## src/rtl/decode_issue.sv

```systemverilog
`default_nettype none
// ============================================================================
// decode_issue : instruction decode / register read / issue with 2-entry skid
//                buffer and same-cycle write-back bypass
// Revision     : 1.0
// ============================================================================
module decode_issue #(
  parameter int DBITS               = 32,
  parameter int INST_BIT_WIDTH      = 32,
  parameter int REG_INDEX_BIT_WIDTH = 4,
  parameter int OP_BIT_WIDTH        = 4
) (
  input  logic                           clk,
  input  logic                           reset,
  input  logic                           flush,
  // Fetch side
  input  logic                           in_valid,
  output logic                           in_ready,
  input  logic [INST_BIT_WIDTH-1:0]      in_inst,
  input  logic [DBITS-1:0]               in_pc,
  // Register file read
  output logic [REG_INDEX_BIT_WIDTH-1:0] rf_idx1,
  output logic [REG_INDEX_BIT_WIDTH-1:0] rf_idx2,
  output logic [REG_INDEX_BIT_WIDTH-1:0] rf_idxd,
  input  logic [DBITS-1:0]               rf_data1,
  input  logic [DBITS-1:0]               rf_data2,
  input  logic [DBITS-1:0]               rf_datad,
  // Write-back bypass
  input  logic                           wb_en,
  input  logic [REG_INDEX_BIT_WIDTH-1:0] wb_idx,
  input  logic [DBITS-1:0]               wb_data,
  // Execute side
  output logic                           out_valid,
  input  logic                           out_ready,
  output logic [DBITS-1:0]               out_regd,
  output logic [DBITS-1:0]               out_reg1,
  output logic [DBITS-1:0]               out_reg2,
  output logic [DBITS-1:0]               out_imm32,
  output logic [DBITS-1:0]               out_pc,
  output logic [15:0]                    out_immHi,
  output logic                           out_useZero,
  output logic                           out_useImm,
  output logic                           out_isMvhi,
  output logic                           out_isBranchOrCond,
  output logic [OP_BIT_WIDTH-1:0]        out_opAlu,
  output logic [OP_BIT_WIDTH-1:0]        out_opCond,
  output logic [REG_INDEX_BIT_WIDTH-1:0] out_rd,
  output logic                           out_wrReg,
  output logic                           out_isLoad,
  output logic                           out_isStore,
  output logic                           out_isBranch,
  output logic                           out_isJal,
  output logic                           out_illegal
);

  localparam logic [3:0] OP1_ALUR  = 4'b0000;
  localparam logic [3:0] OP1_ALUI  = 4'b1000;
  localparam logic [3:0] OP1_CMPR  = 4'b0010;
  localparam logic [3:0] OP1_CMPI  = 4'b1010;
  localparam logic [3:0] OP1_BCOND = 4'b0110;
  localparam logic [3:0] OP1_SW    = 4'b0101;
  localparam logic [3:0] OP1_LW    = 4'b1001;
  localparam logic [3:0] OP1_JAL   = 4'b1011;

  typedef struct packed {
    logic [DBITS-1:0]               regd;
    logic [DBITS-1:0]               reg1;
    logic [DBITS-1:0]               reg2;
    logic [DBITS-1:0]               imm32;
    logic [DBITS-1:0]               pc;
    logic [15:0]                    imm_hi;
    logic                           use_zero;
    logic                           use_imm;
    logic                           is_mvhi;
    logic                           is_branch_or_cond;
    logic [OP_BIT_WIDTH-1:0]        op_alu;
    logic [OP_BIT_WIDTH-1:0]        op_cond;
    logic [REG_INDEX_BIT_WIDTH-1:0] rd;
    logic                           wr_reg;
    logic                           is_load;
    logic                           is_store;
    logic                           is_branch;
    logic                           is_jal;
    logic                           illegal;
  } issue_t;

  // Instruction fields
  logic [3:0]                     op1;
  logic [3:0]                     op2;
  logic [REG_INDEX_BIT_WIDTH-1:0] rd;
  logic [REG_INDEX_BIT_WIDTH-1:0] rs1;
  logic [REG_INDEX_BIT_WIDTH-1:0] rs2;
  logic [15:0]                    imm16;

  assign op1   = in_inst[31:28];
  assign op2   = in_inst[27:24];
  assign rd    = in_inst[23:20];
  assign rs1   = in_inst[19:16];
  assign rs2   = in_inst[15:12];
  assign imm16 = in_inst[15:0];

  assign rf_idx1 = rs1;
  assign rf_idx2 = rs2;
  assign rf_idxd = rd;

  function automatic logic [DBITS-1:0] bypass(
    input logic                           en,
    input logic [REG_INDEX_BIT_WIDTH-1:0] widx,
    input logic [DBITS-1:0]               wdata,
    input logic [REG_INDEX_BIT_WIDTH-1:0] ridx,
    input logic [DBITS-1:0]               rdata
  );
    return (en && (widx == ridx)) ? wdata : rdata;
  endfunction

  // Decode
  issue_t dec;
  logic   is_branch_raw;
  logic   is_sw_raw;
  logic   legal;
  logic   wr_reg_raw;

  always_comb begin
    is_branch_raw = op1[2] & ~op1[0];
    is_sw_raw     = op1[2] & op1[0];
    legal         = 1'b0;
    wr_reg_raw    = 1'b0;

    case (op1)
      OP1_ALUR: begin
        wr_reg_raw = 1'b1;
        legal = (op2 == 4'h0) || (op2 == 4'h1) || (op2 == 4'h4) || (op2 == 4'h5) ||
                (op2 == 4'h6) || (op2 == 4'hC) || (op2 == 4'hD) || (op2 == 4'hE);
      end
      OP1_ALUI: begin
        wr_reg_raw = 1'b1;
        legal = (op2 == 4'h0) || (op2 == 4'h1) || (op2 == 4'h4) || (op2 == 4'h5) ||
                (op2 == 4'h6) || (op2 == 4'hC) || (op2 == 4'hD) || (op2 == 4'hE) ||
                (op2 == 4'hB);
      end
      OP1_CMPR, OP1_CMPI: begin
        wr_reg_raw = 1'b1;
        legal      = (op2 != 4'h4) && (op2 != 4'hC);
      end
      OP1_BCOND: legal = (op2 != 4'h4) && (op2 != 4'hC);
      OP1_SW:    legal = (op2 == 4'h0);
      OP1_LW, OP1_JAL: begin
        wr_reg_raw = 1'b1;
        legal      = (op2 == 4'h0);
      end
      default: legal = 1'b0;
    endcase

    dec                   = '0;
    dec.regd              = bypass(wb_en, wb_idx, wb_data, rd,  rf_datad);
    dec.reg1              = bypass(wb_en, wb_idx, wb_data, rs1, rf_data1);
    dec.reg2              = bypass(wb_en, wb_idx, wb_data, rs2, rf_data2);
    dec.imm32             = {{(DBITS-16){imm16[15]}}, imm16};
    dec.pc                = in_pc;
    dec.imm_hi            = imm16;
    dec.is_mvhi           = op1[3] & ~op1[1] & op2[1] & op2[0];
    dec.use_zero          = (is_branch_raw & op2[2]) | dec.is_mvhi;
    dec.use_imm           = op1[3] | is_sw_raw;
    dec.is_branch_or_cond = op1[1] & ~op1[0];
    dec.op_alu            = dec.is_branch_or_cond ? 4'b0001 : op2;
    dec.op_cond           = op2;
    dec.rd                = rd;
    // Illegal encodings still issue, but with every side effect suppressed
    dec.illegal           = ~legal;
    dec.wr_reg            = legal & wr_reg_raw;
    dec.is_load           = legal & (op1 == OP1_LW);
    dec.is_store          = legal & (op1 == OP1_SW);
    dec.is_branch         = legal & (op1 == OP1_BCOND);
    dec.is_jal            = legal & (op1 == OP1_JAL);
  end

  // Two-entry buffer: main drives the outputs, skid absorbs one beat of backpressure
  issue_t main_q, main_d;
  issue_t skid_q, skid_d;
  logic   main_valid_q, main_valid_d;
  logic   skid_valid_q, skid_valid_d;
  logic   accept;
  logic   pop;

  assign in_ready = ~skid_valid_q;
  assign accept   = in_valid & in_ready;
  assign pop      = main_valid_q & out_ready;

  always_comb begin
    main_d       = main_q;
    skid_d       = skid_q;
    main_valid_d = main_valid_q;
    skid_valid_d = skid_valid_q;

    if (flush) begin
      main_valid_d = 1'b0;
      skid_valid_d = 1'b0;
    end else begin
      if (pop) begin
        if (skid_valid_q) begin
          main_d       = skid_q;
          skid_valid_d = 1'b0;
        end else begin
          main_valid_d = 1'b0;
        end
      end
      // accept implies skid empty, so a popping main is free for the new entry
      if (accept) begin
        if (!main_valid_q || pop) begin
          main_d       = dec;
          main_valid_d = 1'b1;
        end else begin
          skid_d       = dec;
          skid_valid_d = 1'b1;
        end
      end
    end
  end

  always_ff @(posedge clk or posedge reset) begin
    if (reset) begin
      main_q       <= '0;
      skid_q       <= '0;
      main_valid_q <= 1'b0;
      skid_valid_q <= 1'b0;
    end else begin
      main_q       <= main_d;
      skid_q       <= skid_d;
      main_valid_q <= main_valid_d;
      skid_valid_q <= skid_valid_d;
    end
  end

  assign out_valid          = main_valid_q;
  assign out_regd           = main_q.regd;
  assign out_reg1           = main_q.reg1;
  assign out_reg2           = main_q.reg2;
  assign out_imm32          = main_q.imm32;
  assign out_pc             = main_q.pc;
  assign out_immHi          = main_q.imm_hi;
  assign out_useZero        = main_q.use_zero;
  assign out_useImm         = main_q.use_imm;
  assign out_isMvhi         = main_q.is_mvhi;
  assign out_isBranchOrCond = main_q.is_branch_or_cond;
  assign out_opAlu          = main_q.op_alu;
  assign out_opCond         = main_q.op_cond;
  assign out_rd             = main_q.rd;
  assign out_wrReg          = main_q.wr_reg;
  assign out_isLoad         = main_q.is_load;
  assign out_isStore        = main_q.is_store;
  assign out_isBranch       = main_q.is_branch;
  assign out_isJal          = main_q.is_jal;
  assign out_illegal        = main_q.illegal;

endmodule
`default_nettype wire

```

## config.mk

```make
export PLATFORM = sky130hd
export DESIGN_NAME = decode_issue
export DESIGN_NICKNAME = d
export VERILOG_FILES = /design/src/rtl/decode_issue.sv
export SDC_FILE = /design/constraint.sdc
export NUM_CORES = 1
export LEC_CHECK = 0
export CAP_MARGIN = 20
export CORE_ASPECT_RATIO = 0.9
export CORE_UTILIZATION = 40
export CTS_CLUSTER_SIZE = 12
export DETAILED_ROUTE_END_ITERATION = 8
export PLACE_DENSITY = 0.66
export SLEW_MARGIN = 20
export SYNTH_ARGS = -nofsm -noshare
export SYNTH_HDL_FRONTEND = slang
export SYNTH_SLANG_ARGS = --single-unit
```

## constraint.sdc

```tcl
create_clock -name clk -period 27.1 [get_ports clk]
set_input_delay 5.42 -clock clk [delete_from_list [all_inputs] [get_ports clk]]
set_output_delay 5.42 -clock clk [all_outputs]
set_load 0.01 [all_outputs]
```

==> results.py, run 1 <==
metrics = {
    "sta": {
        "finalSetupViolations": 0,
        "rsz0062_at_grt": "false",
        "fmax_ghz": 0.0836,
        "worst_slew_pin_slew_ns": 1.19,
        "fin_crit_sh_pct": 44.2,
        "setup_ws_ns": 15.13,
        "layout_min_cycle_time_ns": 11.97,
        "fin_skew_ns": 0.0217,
        "holdWs_ns": 0.476,
        "finalHoldViolCount": 0,
        "max_slew_margin_pct": 20.9,
        "setup_tns_ns": 0,
        "drv_slew": 0,
    },
    "power_and_ir_drop": {
        "combPwrFrac_pct": 23.8,
        "p_total_mw": 1.70,
        "switching_share_pct": 29.8,
        "vdd_drop_max_mv": 0.0563,
        "clkPwrFrac_pct": 33.2,
        "p_seq_share_pct": 43.0,
        "power_leakage_nw": 9.55,
        "power_density_nw_per_um2": 73.9,
        "internal-power_mw": 1.19,
        "p_switching_mw": 0.507,
    },
    "global_route": {
        "antenna_found_initial": 6,
        "first_global_vias": 16200,
        "grt_usage_pct": 27.6,
        "grt-ovfl-total": 0,
        "grt_max_degree": 171,
        "grt_pass1_wl_um": 95400,
    },
    "cells_and_area": {
        "final_cell_mix": "413 x clkdlybuf4s50_1, 366 x dfrtp_1, 286 x nand2_1, 198 x nand3_1",
        "final_cell_area_um2": 23000,
        "area_delta_synth_final_pct": 32.4,
        "final_core_util_pct": 53.6,
        "final_nets": 2327,
        "drive_gt1_share_pct": 5.53,
        "stdcell_count": 2710,
        "final_common_cell": "clkdlybuf4s50_1",
        "n_fill_cell": 3847,
    },
    "job": {
        "maxCapViolations": 0,
    },
    "floorplan": {
        "die-area_um2": 44200,
        "die_h_um": 200,
        "start_util_pct": 40.5,
        "coreArea_um2": 42900,
        "row_count": 72,
        "ios": 414,
        "die_x_um": 222,
    },
    "clocking": {
        "clock-sinks": 366,
        "cts_tree": "built",
        "clockBufferDepth": 3,
        "cts_root_buf": "clkbuf_16",
        "cts_buffers": 42,
        "clock_latency_ns": 0.57,
        "cts_htree_levels": 2,
        "post_cts_resize_count": 0,
        "cts_hold_buf": 0,
        "clkTransAtPathRegs_ns": 0.05,
        "cts_setup_buffers": 0,
    },
    "yosys": {
        "synth_area_um2": 17400,
        "yosys.area.top_type": "dfrtp_1",
        "synth-edff-count": 0,
        "synth_area_leaders": "dfrtp_1 53%, o211ai_1 8.3%, nand4_1 6.9%, nand2_1 6.2%, nand3_1 5.8%",
        "ys_warn_count": 0,
        "synth.distinct_cells": 47,
        "syn_area_per_cell_um2": 9.36,
        "synthCells": 1855,
        "ys_async_sr_fraction_pct": 100,
        "synthFlopType": "dfrtp_1",
        "yosys_register_bits": 366,
        "ys_seq_area_share_pct": 52.7,
        "synth_top_area_share_pct": 52.7,
        "synth_nets": 2057,
    },
    "route": {
        "drc": 0,
        "dr.pass1.iters": 6,
        "wl_per_cell_um": 22.9,
        "drtAntennaViolNets": 0,
        "via_per_inst": 6.14,
        "drt_iter0_drc": 1896,
        "vias": 16600,
        "routed_wl_um": 62000,
    },
    "setup_path": {
        "crit_top_cell": "clkdlybuf4s50_1",
        "slowest_stage": "clkdlybuf4s50_1",
        "crit_type": "input pin to output pin",
        "arrival_ns": 6.55,
        "cp_slowest_stage_delay_ns": 0.57,
        "start_kind": "input pin",
        "cp_num_buf_inv": 2,
        "cp_top_family": "buffers and inverters",
        "cp_max_fo": 4,
        "cp-end-kind": "output pin",
        "cp.required_ns": 21.68,
        "cp_cell_sequence": "clkdlybuf4s50_1, clkdlybuf4s50_1",
    },
    "place": {
        "dp_hpwl_um": 38400,
        "gp_congestion": 0.828,
        "port_buffers": 413,
        "dp_slack_ns": 15.14,
        "place_inst": 2634,
        "place_area_um2": 21600,
    },
    "run_status": {
        "status": "finished, final reports clean",
    },
    "min_path": {
        "hold_class": "flip-flop to flip-flop",
    },
}
==> registers in the layout (all words and copies together) (netlist names), 4 cells and up <==
signal,count
out_rd,4
out_pc,32
out_reg2,32
out_opCond,4
out_immHi,16
out_opAlu,4
out_imm32,32
out_reg1,32
out_regd,32
skid_q,166
==> final cells by class <==
cell class                      instances  area (um^2)  area share (%)
Sequential cell                       366         9160            39.8
Multi-Input combinational cell       1269         7370            32.1
Timing Repair Buffer                  440         4380            19.1
Clock buffer                           61         1210            5.27
Tap cell                              555          694            3.02
Clock inverter                         11          130           0.566
Inverter                                6         30.0           0.131
Antenna cell                            2         5.00          0.0218
==> synth_stat cells, drive strengths merged, types with 12 or more instances <==
library cell / instances
a22oi: 100
a21o: 20
o22ai: 42
nor2: 95
nand4: 192
o32ai: 15
nand2: 289
buf: 54
nand3: 201
clkbuf: 160
dfrtp: 366
o21ai: 13
xnor2: 12
o21a: 30
o211ai: 192
nand2b: 17
==> power groups by stage <==
stage / clock [mW] / sequential [mW] / combinational (mW)
CTS: 0.575 / 0.729 / 0.406
global placement: 0 / 0.732 / 0.395
floorplan: 0 / 0.752 / 0.166
finish: 0.564 / 0.730 / 0.405
detailed placement: 0 / 0.738 / 0.404
global route: 0.596 / 0.743 / 0.439
==> cells by family (layout without fill, tap and decap cells) <==
kind of cell / after synthesis / after routing / synth area share (%)
multiplexers: 2 / 2 / 0.130
buffers and inverters: 220 / 518 / 5.25
other: 0 / 2 / 0
AO/OA/AOI/OAI: 438 / 438 / 18.6
AND/OR/NAND/NOR: 817 / 817 / 22.6
XOR/XNOR: 12 / 12 / 0.605
flip-flops: 366 / 366 / 52.7
==> path summary, 6_finish.rpt <==
check	depth (start not counted)	start	to	slack [ns]
setup / recovery	2	in_inst[14]	rf_idx2[2]	15.13
hold / removal	1	out_imm32[27]	out_imm32[27]	0.48
setup reg to reg	6	skid_valid_q	out_reg2[17]	23.56
hold reg to reg	1	out_imm32[27]	out_imm32[27]	0.48
max in group asynchronous	3	reset	out_reg2[22]	20.27
min in group asynchronous	2	reset	out_imm32[1]	5.38
==> per-layer routing <==
layer	vias to the layer above	GRT usage (%)	routed length [um]
met4	8	13.0	2500
li1	7430	-	-
met1	8357	36.7	26100
met2	705	43.1	29000
met5	-	0	57
met3	140	5.87	4230
(Power assumes the default switching activity.)
==> run 2, diff against run 1 <==
Settings changed: PLACE_DENSITY 0.66 to 0.68.
Clock period 27.1 ns to 9.75 ns, I/O delays scaled along.
==> run 2 against run 1 <==
  * Clock skew rose by 0.0055 ns
  * Combinational power rose to 2.8 times the previous value
  * Die area is the same
  * Utilization grew 0.18 points
  * Hold slack got worse by 0.0041 ns
  * Largest power group unchanged
  * Setup slack got worse by 10 ns
  * Count of clock-buffer cells in the layout up 1
  * Wire length increased by 0.46%
  * Via count grew 0.40%
  * Largest cell class unchanged
  * Sequential share of layout area shrank 0.13 points
==> results.py, run 2 (synthesized netlist as in run 1, its figures left out) <==
metrics = {
    "setup_path": {
        "cp_max_fo": 4,
        "cp.required_ns": 7.80,
        "cp-end-kind": "output pin",
        "crit_top_cell": "clkdlybuf4s50_1",
        "cp_top_family": "buffers and inverters",
        "r2r_end": "out_reg2[21]",
        "cp_slowest_stage_delay_ns": 0.60,
        "crit_type": "input pin to output pin",
        "reg2reg_setup_slack_ns": 6.56,
        "cp_num_buf_inv": 2,
        "cp_cell_sequence": "clkdlybuf4s50_1, clkdlybuf4s50_1",
        "slowest_stage": "clkdlybuf4s50_1",
        "arrival_ns": 3.14,
        "reg2regPathDepth": 6,
        "start_kind": "input pin",
        "timing.rr.start": "skid_valid_q",
    },
    "place": {
        "place_inst": 2638,
        "gp_congestion": 0.849,
        "place_area_um2": 21600,
        "port_buffers": 413,
        "dp_hpwl_um": 38600,
    },
    "global_route": {
        "first_global_vias": 15900,
        "grt_pass1_wl_um": 95400,
        "grt_max_degree": 174,
        "grt-ovfl-total": 0,
        "grt_usage_pct": 27.6,
        "antenna_found_initial": 6,
    },
    "route": {
        "drc": 0,
        "drtAntennaViolNets": 0,
        "drt_iter0_drc": 1857,
        "via_per_inst": 6.16,
        "wl_per_cell_um": 22.9,
        "dr.pass1.iters": 8,
        "routed_wl_um": 62300,
        "vias": 16700,
    },
    "clocking": {
        "cts_tree": "built",
        "cts_root_buf": "clkbuf_16",
        "clockBufferDepth": 3,
        "clock_latency_ns": 0.58,
        "cts_buffers": 42,
        "clkTransAtPathRegs_ns": 0.05,
        "clock-sinks": 366,
        "cts_setup_buffers": 0,
        "post_cts_resize_count": 0,
        "cts_htree_levels": 2,
        "cts_hold_buf": 0,
    },
    "cells_and_area": {
        "area_delta_synth_final_pct": 32.8,
        "top_register": "skid_q",
        "largest_register_ff_count": 166,
        "final-seq-area_um2": 9160,
        "final_cell_area_um2": 23100,
        "stdcell_count": 2714,
        "drive_gt1_share_pct": 5.71,
        "n_fill_cell": 3862,
        "final_cell_mix": "413 x clkdlybuf4s50_1, 366 x dfrtp_1, 286 x nand2_1, 198 x nand3_1",
        "multiInputGateArea_um2": 7370,
        "final_nets": 2330,
        "final_common_cell": "clkdlybuf4s50_1",
    },
    "sta": {
        "setup_tns_ns": 0,
        "fin_skew_ns": 0.0272,
        "max_slew_margin_pct": 25.7,
        "fin_crit_sh_pct": 52.2,
        "fmax_ghz": 0.197,
        "layout_min_cycle_time_ns": 5.09,
        "worst_slew_pin_slew_ns": 1.11,
        "finalSetupViolations": 0,
        "rsz0062_at_grt": "false",
        "drv_slew": 0,
        "finalHoldViolCount": 0,
    },
    "job": {
        "maxCapViolations": 0,
    },
    "floorplan": {
        "start_util_pct": 40.5,
        "coreArea_um2": 42900,
        "die-area_um2": 44200,
        "die_x_um": 222,
        "ios": 414,
        "die_h_um": 200,
        "row_count": 72,
    },
    "power_and_ir_drop": {
        "power_leakage_nw": 9.59,
        "power_density_nw_per_um2": 208,
        "vdd_drop_max_mv": 0.168,
    },
    "run_status": {
        "status": "finished, final reports clean",
    },
    "min_path": {
        "hold_start": "skid_q[54]",
        "whs_path_depth": 2,
        "hold-path-endpoint": "skid_q[54]",
        "hold_class": "flip-flop to flip-flop",
    },
}
run 2: changes by cell type in the layout (fill, tap and decap cells not counted), moves of 2 or more:
cell	before	now
bufinv_16	2	4
buf_4	22	27
clkbuf_8	9	11
diode_2	2	4
buf_6	2	0
clkbuf_1	10	8
inv_6	3	1
run 2: power by group:
part	switching [mW]	internal, mW	total, mW
sequential	0.189	1.84	2.03
clock	0.642	0.993	1.63
combinational	0.570	0.553	1.12
total	1.40	3.39	4.79
run 2: how the worst max path moves through the flow:
stage,startpoint,endpoint,depth (start not counted)
after floorplan,reset,out_illegal,1
after global placement,in_inst[22],rf_idxd[2],2
after detailed placement,flush,out_reg1[29],7
after CTS,in_inst[22],rf_idxd[2],2
after global routing,in_inst[22],rf_idxd[2],2
final,in_inst[22],rf_idxd[2],2
run 2: cell type report:
type	count	share of cell area [%]
multi-input combinational	1269	31.9
clock buffer	62	5.45
antenna	4	0.0434
tap	555	3.01
sequential	366	39.7
inverter	6	0.114
clock inverter	9	0.656
timing repair buffer	443	19.1
run 2: per-stage QoR:
| step | setup WS, ns | hold slack, ns | utilization [%] | total power [mW] |
|---|---|---|---|---|
| after CTS | 4.69 | 0.477 | 53.7 | 4.82 |
| after global routing | 4.67 | 0.492 | 53.8 | 5.01 |
| after detailed placement | 4.65 | 0.463 | 50.4 | 3.18 |
| after global placement | 4.70 | 0.459 | 50.4 | 3.14 |
| after floorplan | 2.89 | 0.446 | - | 2.55 |
| final | 4.66 | 0.472 | 53.8 | 4.79 |
run 2: per-layer routing:
metal / up-vias / GRT usage [%] / wire, um
met3: 161 / 6.94 / 4730
met1: 8347 / 36.9 / 26000
li1: 7440 / - / -
met2: 754 / 42.9 / 28800
met4: 4 / 11.2 / 2660
met5: - / 0 / 25
